==> config.mk <==
export PLATFORM = sky130hd
export DESIGN_NAME = pipelined_rca_addsub_flat
export DESIGN_NICKNAME = d
export VERILOG_FILES = /design/src/rtl/rca_pkg.sv /design/src/rtl/pipelined_rca_addsub_if.sv /design/src/rtl/rca_chunk.sv /design/src/rtl/pipelined_rca_addsub.sv /design/src/flat_wrapper.sv
export SDC_FILE = /design/constraint.sdc
export NUM_CORES = 1
export LEC_CHECK = 0
export ABC_AREA = 0
export CAP_MARGIN = 30
export CORE_MARGIN = 4
export CORE_UTILIZATION = 40
export CTS_BUF_LIST = sky130_fd_sc_hd__clkbuf_8
export CTS_CLUSTER_SIZE = 30
export DETAILED_ROUTE_END_ITERATION = 12
export MAX_ROUTING_LAYER = met4
export PLACE_DENSITY_LB_ADDON = 0.15
export SYNTH_ARGS = -nofsm -noshare
export SYNTH_HDL_FRONTEND = slang
export SYNTH_HIERARCHICAL = 1
export SYNTH_SLANG_ARGS = --single-unit
==> constraint.sdc <==
create_clock -name clk -period 6.7 [get_ports clk]
set_input_delay 1.34 -clock clk [delete_from_list [all_inputs] [get_ports clk]]
set_output_delay 1.34 -clock clk [all_outputs]
set_load 0.03 [all_outputs]
==> src/rtl/rca_pkg.sv <==
// rca_pkg: shared types and elaboration helpers for the pipelined ripple-carry
// adder/subtractor.
//   op_t      : operation select (OP_ADD = 0, OP_SUB = 1)
//   n_stages  : number of pipeline stages for a WIDTH/CHUNK split
//   width_ok  : legality of a WIDTH/CHUNK split (whole number of chunks)
package rca_pkg;

   typedef enum logic {
      OP_ADD = 1'b0,
      OP_SUB = 1'b1
   } op_t;

   function automatic int n_stages(input int width, input int chunk);
      return width / chunk;
   endfunction

   function automatic bit width_ok(input int width, input int chunk);
      return (chunk > 0) && (width >= chunk) && ((width % chunk) == 0);
   endfunction

endpackage

==> src/rtl/pipelined_rca_addsub_if.sv <==
// pipelined_rca_addsub_if: operand/result stream bundle of the adder.
//   in_valid/in_ready   : operand beat handshake (a, b, c_in, op)
//   out_valid/out_ready : result beat handshake (s, c_out, ovf)
// master = producer of operands / consumer of results, slave = the adder.
interface pipelined_rca_addsub_if #(
   parameter int WIDTH = 16
);
   import rca_pkg::*;

   logic             in_valid;
   logic             in_ready;
   logic [WIDTH-1:0] a;
   logic [WIDTH-1:0] b;
   logic             c_in;
   op_t              op;
   logic             out_valid;
   logic             out_ready;
   logic [WIDTH-1:0] s;
   logic             c_out;
   logic             ovf;

   modport master (
      output in_valid, a, b, c_in, op, out_ready,
      input  in_ready, out_valid, s, c_out, ovf
   );

   modport slave (
      input  in_valid, a, b, c_in, op, out_ready,
      output in_ready, out_valid, s, c_out, ovf
   );

endinterface

==> src/rtl/rca_chunk.sv <==
// rca_chunk: combinational CHUNK-bit ripple of full adders.
//   a, b     : chunk operands
//   c_in     : carry into bit 0
//   s        : chunk sum
//   c_out    : carry out of the top bit
//   c_msb_in : carry into the top bit (signed overflow = c_msb_in ^ c_out)
module rca_chunk
   import rca_pkg::*;
#(
   parameter int CHUNK = 4
) (
   input  logic [CHUNK-1:0] a,
   input  logic [CHUNK-1:0] b,
   input  logic             c_in,
   output logic [CHUNK-1:0] s,
   output logic             c_out,
   output logic             c_msb_in
);

   logic [CHUNK:0] c_s;

   // Full-adder ripple; c_s[i] is the carry into bit i.
   always_comb begin
      c_s    = '0;
      s      = '0;
      c_s[0] = c_in;
      for (int i = 0; i < CHUNK; i++) begin
         s[i]     = a[i] ^ b[i] ^ c_s[i];
         c_s[i+1] = (a[i] & b[i]) | (c_s[i] & (a[i] ^ b[i]));
      end
   end

   assign c_out    = c_s[CHUNK];
   assign c_msb_in = c_s[CHUNK-1];

endmodule

==> src/rtl/pipelined_rca_addsub.sv <==
// pipelined_rca_addsub: WIDTH-bit adder/subtractor rippled CHUNK bits per
// pipeline stage (STAGES = WIDTH/CHUNK), latency STAGES, one beat per cycle.
//   clk, rst : clock and synchronous active-high reset
//   bus      : slave side of the operand/result stream
//              ADD: {c_out,s} = a + b + c_in ; SUB: {c_out,s} = a + ~b + 1
//              ovf = carry into MSB ^ carry out of MSB
// A single global stall (advance) freezes every stage while the output beat
// is held. Each stage register carries the result bits finished so far plus
// the operand bits not yet rippled, so the result leaves fully aligned.
module pipelined_rca_addsub
   import rca_pkg::*;
#(
   parameter int WIDTH = 16,
   parameter int CHUNK = 4
) (
   input  logic                 clk,
   input  logic                 rst,
   pipelined_rca_addsub_if.slave bus
);

   localparam int STAGES = n_stages(WIDTH, CHUNK);

   if (!width_ok(WIDTH, CHUNK)) begin : g_bad_split
      $error("pipelined_rca_addsub: WIDTH must be a positive multiple of CHUNK");
   end

   logic             advance_s;
   logic [WIDTH-1:0] bx_s;
   logic             cin0_s;

   // Subtract is a + ~b + 1: invert b and force the stage-0 carry.
   always_comb begin
      bx_s   = bus.b;
      cin0_s = bus.c_in;
      case (bus.op)
         OP_ADD:  begin bx_s = bus.b;  cin0_s = bus.c_in; end
         OP_SUB:  begin bx_s = ~bus.b; cin0_s = 1'b1;     end
         default: begin bx_s = bus.b;  cin0_s = bus.c_in; end
      endcase
   end

   assign advance_s    = !g_stg[STAGES-1].vld_q || bus.out_ready;
   assign bus.in_ready = advance_s;

   for (genvar k = 0; k < STAGES; k++) begin : g_stg
      localparam int SW = WIDTH - k * CHUNK;   // operand bits entering stage k
      localparam int RW = (k + 1) * CHUNK;     // result bits complete after stage k

      logic [SW-1:0]    src_a_s, src_b_s;
      logic             src_c_s, src_vld_s;
      logic [RW-1:0]    res_in_s;
      logic [CHUNK-1:0] sum_s;
      logic             cout_s, cmsb_s, load_s;
      logic             vld_d, vld_q, cy_d, cy_q;
      logic [RW-1:0]    res_d, res_q;

      if (k == 0) begin : g_src
         assign src_a_s   = bus.a;
         assign src_b_s   = bx_s;
         assign src_c_s   = cin0_s;
         assign src_vld_s = bus.in_valid;
         assign res_in_s  = sum_s;
      end else begin : g_src
         assign src_a_s   = g_stg[k-1].g_fwd.a_q;
         assign src_b_s   = g_stg[k-1].g_fwd.b_q;
         assign src_c_s   = g_stg[k-1].cy_q;
         assign src_vld_s = g_stg[k-1].vld_q;
         assign res_in_s  = {sum_s, g_stg[k-1].res_q};
      end

      rca_chunk #(.CHUNK(CHUNK)) u_chunk (
         .a        (src_a_s[CHUNK-1:0]),
         .b        (src_b_s[CHUNK-1:0]),
         .c_in     (src_c_s),
         .s        (sum_s),
         .c_out    (cout_s),
         .c_msb_in (cmsb_s)
      );

      // Datapath only loads real beats so bubbles never disturb held outputs.
      assign load_s = advance_s && src_vld_s;

      // Next-state for stage valid, carry and accumulated result.
      always_comb begin
         vld_d = vld_q;
         cy_d  = cy_q;
         res_d = res_q;
         if (advance_s) begin
            vld_d = src_vld_s;
         end else begin
            vld_d = vld_q;
         end
         if (load_s) begin
            cy_d  = cout_s;
            res_d = res_in_s;
         end else begin
            cy_d  = cy_q;
            res_d = res_q;
         end
      end

      // Stage valid, carry and result registers.
      always_ff @(posedge clk) begin
         if (rst) begin
            vld_q <= 1'b0;
            cy_q  <= 1'b0;
            res_q <= '0;
         end else begin
            vld_q <= vld_d;
            cy_q  <= cy_d;
            res_q <= res_d;
         end
      end

      if (k < STAGES - 1) begin : g_fwd
         logic [SW-CHUNK-1:0] a_d, a_q, b_d, b_q;
         logic                cmsb_unused_s;

         assign cmsb_unused_s = cmsb_s;

         // Skew the not-yet-rippled operand chunks forward.
         always_comb begin
            a_d = a_q;
            b_d = b_q;
            if (load_s) begin
               a_d = src_a_s[SW-1:CHUNK];
               b_d = src_b_s[SW-1:CHUNK];
            end else begin
               a_d = a_q;
               b_d = b_q;
            end
         end

         // Operand skew registers.
         always_ff @(posedge clk) begin
            if (rst) begin
               a_q <= '0;
               b_q <= '0;
            end else begin
               a_q <= a_d;
               b_q <= b_d;
            end
         end
      end else begin : g_ovf
         logic ovf_d, ovf_q;

         // Signed overflow from the carries around the result MSB.
         always_comb begin
            ovf_d = ovf_q;
            if (load_s) begin
               ovf_d = cmsb_s ^ cout_s;
            end else begin
               ovf_d = ovf_q;
            end
         end

         // Overflow flag register.
         always_ff @(posedge clk) begin
            if (rst) begin
               ovf_q <= 1'b0;
            end else begin
               ovf_q <= ovf_d;
            end
         end
      end
   end

   assign bus.out_valid = g_stg[STAGES-1].vld_q;
   assign bus.s         = g_stg[STAGES-1].res_q;
   assign bus.c_out     = g_stg[STAGES-1].cy_q;
   assign bus.ovf       = g_stg[STAGES-1].g_ovf.ovf_q;

endmodule

==> src/flat_wrapper.sv <==
// flat-port wrapper written by rule: the top's interface ports become plain ports
module pipelined_rca_addsub_flat import rca_pkg::*;
#(
   parameter int WIDTH = 16,
   parameter int CHUNK = 4
)
  (clk, rst, bus_in_valid, bus_a, bus_b, bus_c_in, bus_op, bus_out_ready, bus_in_ready, bus_out_valid, bus_s, bus_c_out, bus_ovf);
  pipelined_rca_addsub_if #(.WIDTH(WIDTH)) bus_i ();
  input  logic clk;
  input  logic rst;
  input wire logic [$bits(bus_i.in_valid)-1:0] bus_in_valid;
  input wire logic [$bits(bus_i.a)-1:0] bus_a;
  input wire logic [$bits(bus_i.b)-1:0] bus_b;
  input wire logic [$bits(bus_i.c_in)-1:0] bus_c_in;
  input wire logic [$bits(bus_i.op)-1:0] bus_op;
  input wire logic [$bits(bus_i.out_ready)-1:0] bus_out_ready;
  output wire logic [$bits(bus_i.in_ready)-1:0] bus_in_ready;
  output wire logic [$bits(bus_i.out_valid)-1:0] bus_out_valid;
  output wire logic [$bits(bus_i.s)-1:0] bus_s;
  output wire logic [$bits(bus_i.c_out)-1:0] bus_c_out;
  output wire logic [$bits(bus_i.ovf)-1:0] bus_ovf;
  assign bus_i.in_valid = bus_in_valid;
  assign bus_i.a = bus_a;
  assign bus_i.b = bus_b;
  assign bus_i.c_in = bus_c_in;
  assign bus_i.op = bus_op;
  assign bus_i.out_ready = bus_out_ready;
  assign bus_in_ready = bus_i.in_ready;
  assign bus_out_valid = bus_i.out_valid;
  assign bus_s = bus_i.s;
  assign bus_c_out = bus_i.c_out;
  assign bus_ovf = bus_i.ovf;
  pipelined_rca_addsub #(.WIDTH(WIDTH), .CHUNK(CHUNK)) u_core (.clk(clk), .rst(rst), .bus(bus_i));
endmodule
## Yosys cells after proc, flatten, opt, wreduce, memory -nomap -nowiden

Index checks and enable logic that the tools add are counted.

- Muxes and demuxes: 2
- Bitwise operators: 83
- Reduce and logical (&&, ||, !) cells: 6

Operator list:

| kind | count |
|---|---|
| $xor 1x1->1 | 33 |
| $and 1x1->1 | 32 |
| $pmux 16 s2 | 1 |
| $not 16->16 | 1 |
| $or 1x1->1 | 16 |
| $logic_and 1x1->1 | 4 |
| $pmux 1 s2 | 1 |
| $logic_not 1->1 | 1 |
| $logic_or 1x1->1 | 1 |
| $not 1->1 | 1 |

- Bits in registers: 97
- Output and inout bits: 20
- Input bits: 38
- Word-level logic and storage cells: 110

## Logic depth before layout (Yosys ltp)

Gate-level depths: netlist (run 1).

- Depth after elaboration: 11
- Mapped depth: 11
- Gate-level depth less buffers: 9

## Modules after synthesis

Netlist (run 1), hierarchy kept.

By module, submodules not included:

| module | area each (µm²) | seq. area each (µm²) | instances | cells each |
|---|---|---|---|---|
| pipelined_rca_addsub | 3,863.7 | 1,941.9 | 1 | 443 |
| rca_chunk | 110.1 | 0.0 | 4 | 12 |

## Worst setup path after synthesis (run 1)

No wires, ideal clock.

- Path kind: input port to flip-flop
- Start: input port bus_op
- End: register u_core.g_stg[0].res_q[3]
- Buffers on the path: 2
- Required time: 6.577 ns
- Arrival time: 3.367 ns
- Stages: 11
- Slack: 3.210 ns
- Library setup time: 0.123 ns
- Cells stage by stage: buf_6 -> buf_6 -> xor2_1 -> fa_1 -> inv_1 -> fa_1 -> fa_1 -> inv_1 -> fa_1 -> nand4b_1 -> o21ai_0

- Word-level cells in the longest chain between the ends: 10
- Elaborated cells between the ends (all ways): 17
- Those cells by class: 2 x mux; 15 x bitwise

Ends and longest elaborated chain:

| element | RTL line | source |
|---|---|---|
| start, declared | flat_wrapper.sv:15 | `input wire logic [$bits(bus_i.op)-1:0] bus_op;` |
| $not 1->1 | pipelined_rca_addsub.sv:35 | `case (bus.op)` |
| $pmux 16 s2 (*) | pipelined_rca_addsub.sv:35 |  |
| net u_core.bx_s[0] | pipelined_rca_addsub.sv:28 | `logic [WIDTH-1:0] bx_s;` |
| $xor 1x1->1 | rca_chunk.sv:29 | `c_s[i+1] = (a[i] & b[i]) \| (c_s[i] & (a[i] ^ b[i]));` |
| $and 1x1->1 | rca_chunk.sv:29 |  |
| $or 1x1->1 (*) | rca_chunk.sv:29 |  |
| $and 1x1->1 (*) | rca_chunk.sv:29 |  |
| $or 1x1->1 (*) | rca_chunk.sv:29 |  |
| $and 1x1->1 (*) | rca_chunk.sv:29 |  |
| $or 1x1->1 (*) | rca_chunk.sv:29 |  |
| net u_core.g_stg[0].cmsb_s | pipelined_rca_addsub.sv:53 | `logic cout_s, cmsb_s, load_s;` |
| $xor 1x1->1 (*) | rca_chunk.sv:28 | `s[i] = a[i] ^ b[i] ^ c_s[i];` |
| net u_core.g_stg[0].res_in_s[3] | pipelined_rca_addsub.sv:51 | `logic [RW-1:0] res_in_s;` |
| end signal, assigned | pipelined_rca_addsub.sv:111 | `res_q <= res_d;` |
| end, declared | pipelined_rca_addsub.sv:55 | `logic [RW-1:0] res_d, res_q;` |

Mark *: on every way through the listed nets, which the timed path passes. The rest lies on a longest branch.
A chain may end at the register's enable or synchronous reset.

## Worst setup path in the final report (run 1)

- Start: input port bus_out_ready
- End: output port bus_in_ready

- Word-level cells in the longest chain between the ends: 1

Ends and longest elaborated chain:

| element | RTL line | source |
|---|---|---|
| start, declared | flat_wrapper.sv:16 | `input wire logic [$bits(bus_i.out_ready)-1:0] bus_out_ready;` |
| $logic_or 1x1->1 | pipelined_rca_addsub.sv:42 | `assign advance_s = !g_stg[STAGES-1].vld_q \|\| bus.out_ready;` |
| end, declared | flat_wrapper.sv:17 | `output wire logic [$bits(bus_i.in_ready)-1:0] bus_in_ready;` |

No other way between the ends.

==> run metrics, run 1 <==
status=finished, final reports clean; Req. time, crit path=roughly 5.4 ns; multiplexer share of the synthesized area=0.00930; main combinational cell family by area after synthesis=compound AO/OA/AOI/OAI gates; gr ovfl total=0; DP Area=4810 sq um; Critical Path End Type=output pin; Worst Tran Pin Value=about 0.9 ns; area delta synth->final=17.4%; Synth Cell Area=4300 sq um; Setup TNS=0 ns; CP arrival=3.16 ns; TritonCTS clock tree=done; Post-Route Utilization=0.485; P_leak=between 1.5 and 2 nW; io pins=58; Syn Nets=about 550; Final period util=0.672; Yosys reg bits=97; maximum VDD drop=0.124 mV; Synth Area in Compound Gates=0.211; Clk pin slew, worst setup/hold paths=0.09 ns; post-synthesis xor/xnor area fraction=0.0346; fin area=5050 sq um; worst-path fanout max=75; Final Hold Fails=0; Hold WC Path Type=reg2reg; htree depth=3; Initial Util=0.413; Slew Limit Fails=0; Die Height=112 microns; Routed Antenna Nets=0; CTS root buf=clkbuf_8; initial antenna violation count=0; Syn Area/Cell=8.77 sq um; Die ar.=roughly 12000 sq um; number of different library cells in the post-synthesis netlist=26; Vias/cell=5.06; row cnt=37; switching share of power=0.243; Yosys warning count=6; Relative slew margins=0.384; commonest non-fill, non-tap cell in the layout=dfxtp_1; share of cells above drive strength 1=0.0574; DR vias=about 3300; simple-gate share of the synthesized area=0.125; Startpoint Class=primary input; top cell type's share of synthesized area=0.451; setup bufs post-CTS=0; n_diodes=0; vias in the first global route=3208; Post-Route WL=8.86 mm; Tot Pwr=about 1.1 mW; Clock power frac=0.353; NetSw=~0.27 mW; Fillers=about 1100; leading area contributor after synthesis=dfxtp_1; highest-count cells in the layout ignoring fill and taps=97 x dfxtp_1, 86 x a21oi_1, 69 x nand3_1, 56 x clkdlybuf4s50_1, 56 x o21ai_0; pin count of the biggest net entering global routing=between 100 and 150; cts bufs inserted=9; register area share after synthesis=0.451; drc violations=0; footprint of the multi-input gates=1960 sq um; f_max=222 MHz; Post-CTS Hold Buffers=0; post-placement cell count=642; unrepaired setup endpoints after global routing=no; clk buf depth=2; Period minus WS final=4.50 ns; Setup Skew=0.00853 ns; # setup viols final=0; Die Wd=112 microns; Total GRT Usage=0.149; combinational power share=0.098; Final HPWL DP=around 5.5 mm; final net count=572; Reg power frac=0.549; first-pass GRT wire length=around 15 mm; synth top area cells=dfxtp_1 45%, a21oi_1 10%, nand3_1 8.0%; core area=~10000 sq um; P_int=0.844 mW; first-pass iteration count of the detailed router=4; post-DR wirelength/cell=approximately 13 microns; GP Congestion=0.715; DR iter-0 viols=266; CTS Sinks=97; IO Port Bufs=57; PD cells=~220 nW/um^2; crit path kind=in2out; worst-skew pair later-pin latency=between 0.3 and 0.4 ns; Layout Cells excl Fill=between 600 and 700; post_cts resized=0; storage element area=1940 sq um; Post-Synth Adder-Cell Area=0.0744; Mapped Cells=491; # Max-Cap Violations=0
==> logic make-up after synthesis <==
| group | Yosys count |
|---|---|
| xor gates and xnor gates | 17 |
| and+or+nand+nor | 98 |
| buffers and inverters | 84 |
| AOI/OAI and AO/OA | 175 |
| muxes | 4 |
| adders and majority gates | 16 |
| DFF | 97 |
==> cells in the mapped netlist <==
library cell and n:
nand2_1 5, buf_4 10, nand4b_1 7, o21ai_0 56, xnor2_1 13, nor2b_4 1
nor2_2 1, xor2_1 4, dfxtp_1 97, o21ai_1 20, inv_1 34, nand2b_1 12
fa_1 16, a211oi_1 12, nor2_1 1, nand2_2 1, buf_6 5, inv_2 3
buf_1 5, a21oi_1 86, mux2i_1 4, or2_2 1, a311oi_1 1, buf_2 13
nand3_1 69, clkbuf_1 14
==> path summary, 6_finish.rpt <==
kind | start | to | slack [ns] | cells past startpoint
hold reg to reg | u_core/g_stg[1].res_q[2] | u_core/g_stg[2].res_q[2] | 0.48 | 2
hold / removal | u_core/g_stg[1].res_q[2] | u_core/g_stg[2].res_q[2] | 0.48 | 2
setup reg to reg | u_core/g_stg[2].g_fwd.a_q[0] | u_core/bus.s[15] | 4.52 | 8
setup / recovery | bus_out_ready | bus_in_ready | 2.20 | 5
==> worst max-delay path, cell delays in order <==
cell and delay (ns):
clkdlybuf4s50_1 0.44, nor2b_4 0.11, buf_4 0.56, inv_2 0.07, clkdlybuf4s50_1 0.61
==> flip-flops by register name, summed over array words and instances (netlist names) <==
signal and cells:
u_core/g_stg.g_fwd.a_q 24, u_core/g_stg.g_fwd.b_q 24, u_core/g_stg.res_q 24, u_core/bus.s 16, u_core/g_stg.cy_q 3, u_core/g_stg.vld_q 3
u_core/bus.c_out 1, u_core/bus.out_valid 1, u_core/bus.ovf 1
==> layout make-up <==
| class | count | share of cell area |
|---|---|---|
| clock buffer | 11 | 0.0300 |
| multi-input combinational | 310 | 0.387 |
| clock inverter | 5 | 0.0126 |
| tap | 136 | 0.0337 |
| timing repair buffer | 63 | 0.125 |
| inverter | 37 | 0.0275 |
| sequential | 97 | 0.384 |
==> power groups by stage <==
stage | combinational, mW | sequential [mW] | clock (mW)
2_1_floorplan | 0.0757 | 0.619 | 0
6_report | 0.109 | 0.612 | 0.394
3_5_place_dp | 0.108 | 0.626 | 0
3_3_place_gp | 0.107 | 0.626 | 0
4_1_cts | 0.109 | 0.612 | 0.408
5_1_grt | 0.124 | 0.616 | 0.428
==> routing by layer <==
layer | global-route usage | share of wire | vias up
met2 | 0.224 | 0.44 | 71
li1 | - | - | 1734
met5 | - | 0 | -
met1 | 0.202 | 0.51 | 1525
met3 | 0.0326 | 0.042 | 7
met4 | 0.0430 | 0.0068 | 0
==> stage by stage <==
| stage | setup WS, ns | hold slack (ns) |
|---|---|---|
| after global routing | 2.09 | 0.499 |
| after detailed placement | 2.21 | 0.468 |
| after floorplan | 3.21 | 0.442 |
| after CTS | 2.20 | 0.478 |
| after global placement | 2.20 | 0.465 |
| final | 2.20 | 0.475 |
Note: power is estimated with default switching activity, not from simulation.
==> inputs of run 2 (changes only) <==
==> constraint.sdc (replaced) <==
create_clock -name clk -period 3.9 [get_ports clk]
set_input_delay 0.78 -clock clk [delete_from_list [all_inputs] [get_ports clk]]
set_output_delay 0.78 -clock clk [all_outputs]
set_load 0.03 [all_outputs]
==> run metrics, run 2 (synthesis gave the netlist of run 1 again) <==
status=finished, final reports clean; PD cells=367 nW/um^2 (+66%); R2R Setup Slk=1.73 ns (-2.79 ns); worst-path fanout max=4 (-95%); Die Height=112 microns (unchanged); Relative slew margins=0.368 (-0.0160); io pins=58 (unchanged); Vias/cell=5.08 (+0.36%); worst hold slack=0.476 ns (+0.000562 ns); post-placement cell count=642 (unchanged); critical-path cell list=clkdlybuf4s50_1 > xor2_1 > fa_1 > inv_1 > fa_1 > fa_1 > inv_1 > fa_1 > nand4b_1 > o21ai_0; Die ar.=12500 sq um (unchanged); clk buf depth=2 (unchanged); Req. time, crit path=4.11 ns (-1.25 ns); # setup viols final=0 (unchanged); storage element area=1940 sq um (unchanged); Tot Pwr=1.84 mW (+65%); slowest stage delay, CP=0.61 ns (about the same); CP arrival=3.25 ns (+0.09 ns); Startpoint Class=primary input; TritonCTS clock tree=done; DR vias=3344 (+0.21%); P_leak=1.73 nW (-1.2%); footprint of the multi-input gates=1960 sq um (unchanged); pin count of the biggest net entering global routing=95 (-10%); gr ovfl total=0 (unchanged); row cnt=37 (unchanged); post_cts resized=0 (unchanged); post-DR wirelength/cell=14.1 microns (+4.6%); Post-Route WL=9.25 mm (+4.4%); vias in the first global route=3064 (-4.5%); most numerous cell on the critical path=fa_1; Place WS=0.471 ns (-1.73 ns); Post-CTS Hold Buffers=0 (unchanged); Die Wd=112 microns (unchanged); Fillers=1082 (+3.0%); Setup Skew=0.0107 ns (+0.00215 ns); final net count=571 (-0.17%); initial antenna violation count=0 (unchanged); first-pass GRT wire length=15.6 mm (+2.4%); DP Area=4820 sq um (+0.26%); share of cells above drive strength 1=0.0556 (-0.00181); IO Port Bufs=57 (unchanged); maximum VDD drop=0.212 mV (+71%); Layout Cells excl Fill=658 (-0.15%); cts bufs inserted=9 (unchanged); fin area=5000 sq um (-0.97%); Routed Antenna Nets=0 (unchanged); core area=10400 sq um (unchanged); n_diodes=0 (unchanged); GP Congestion=0.738 (+3.3%); Final Hold Fails=0 (unchanged); worst-skew pair later-pin latency=0.35 ns (about the same); first-pass iteration count of the detailed router=4 (unchanged); Top Registers=u_core/g_stg.g_fwd.a_q (24), u_core/g_stg.g_fwd.b_q (24), u_core/g_stg.res_q (24); crit path kind=in2reg; Final HPWL DP=5.94 mm (+7.6%); drc violations=0 (unchanged); setup bufs post-CTS=0 (unchanged); commonest non-fill, non-tap cell in the layout=dfxtp_1; highest-count cells in the layout ignoring fill and taps=97 x dfxtp_1, 86 x a21oi_1, 69 x nand3_1, 56 x clkdlybuf4s50_1, 56 x o21ai_0; Final period util=0.778; htree depth=3 (unchanged); Worst Tran Pin Value=0.948 ns (+0.0253 ns); Initial Util=0.413 (unchanged); unrepaired setup endpoints after global routing=no; Slowest cell on crit path=clkdlybuf4s50_1; # Max-Cap Violations=0 (unchanged); final worst setup slack=0.864 ns (-1.33 ns); CTS Sinks=97 (unchanged); f_max=between 300 and 400 MHz; Hold WC Path Type=reg2reg; Critical Path End Type=flop; DR iter-0 viols=203 (-24%); Total GRT Usage=0.153 (+0.00393); Period minus WS final=3.04 ns; CTS root buf=clkbuf_8; area delta synth->final=16.3%; Slew Limit Fails=0 (unchanged); Clk pin slew, worst setup/hold paths=0.09 ns (about the same); Setup TNS=0 ns (unchanged); Post-Route Utilization=0.480 (-0.00468)
## run 2: cell count changes in the layout (fill, tap and decap cells not counted), sizes merged
cell,delta
clkinv,+2
buf,-1
bufinv,-1
clkbuf,-1
## run 2: critical path, delay by kind of cell
family                     cells  cell delay (ns)
and+or+nand+nor                1             0.09
adders and majority gates      4             1.34
xor gates and xnor gates       1             0.22
AOI/OAI and AO/OA              1             0.09
buffers and inverters          3             0.73
## run 2: worst paths after layout
check / to / start / cells after the start
worst max register to register: u_core/bus.s[15] / u_core/g_stg[2].g_fwd.b_q[0] / 8
worst min register to register: u_core/g_stg[0].g_fwd.a_q[6] / u_core/g_stg[0].g_fwd.a_q[6] / 2
worst max-delay path: u_core/g_stg[0].res_q[3] / bus_op / 10
worst min-delay path: u_core/g_stg[0].g_fwd.a_q[6] / u_core/g_stg[0].g_fwd.a_q[6] / 2
## run 2: metal layers
| layer | GRT usage | part of all wire | vias to the layer above | wire length [microns] |
|---|---|---|---|---|
| li1 | - | - | 1731 | - |
| met1 | 0.229 | 0.52 | 1534 | 4830 |
| met2 | 0.213 | 0.42 | 72 | 3930 |
| met3 | 0.0207 | 0.042 | 7 | 387 |
| met4 | 0.0438 | 0.010 | 0 | 97 |
| met5 | - | 0 | - | 0 |
## run 2: where the power goes
| group | internal (mW) | total [mW] | switching, mW |
|---|---|---|---|
| sequential | 1.03 | 1.05 | 0.0273 |
| combinational | 0.0896 | 0.188 | 0.0986 |
| clock | 0.251 | 0.597 | 0.346 |
## run 2: cell type report
cell class / count / share of cell area
inverter: 37 / 0.0278
clock buffer: 10 / 0.0275
multi-input combinational: 310 / 0.391
sequential: 97 / 0.388
clock inverter: 6 / 0.00875
tap: 136 / 0.0340
timing repair buffer: 62 / 0.123
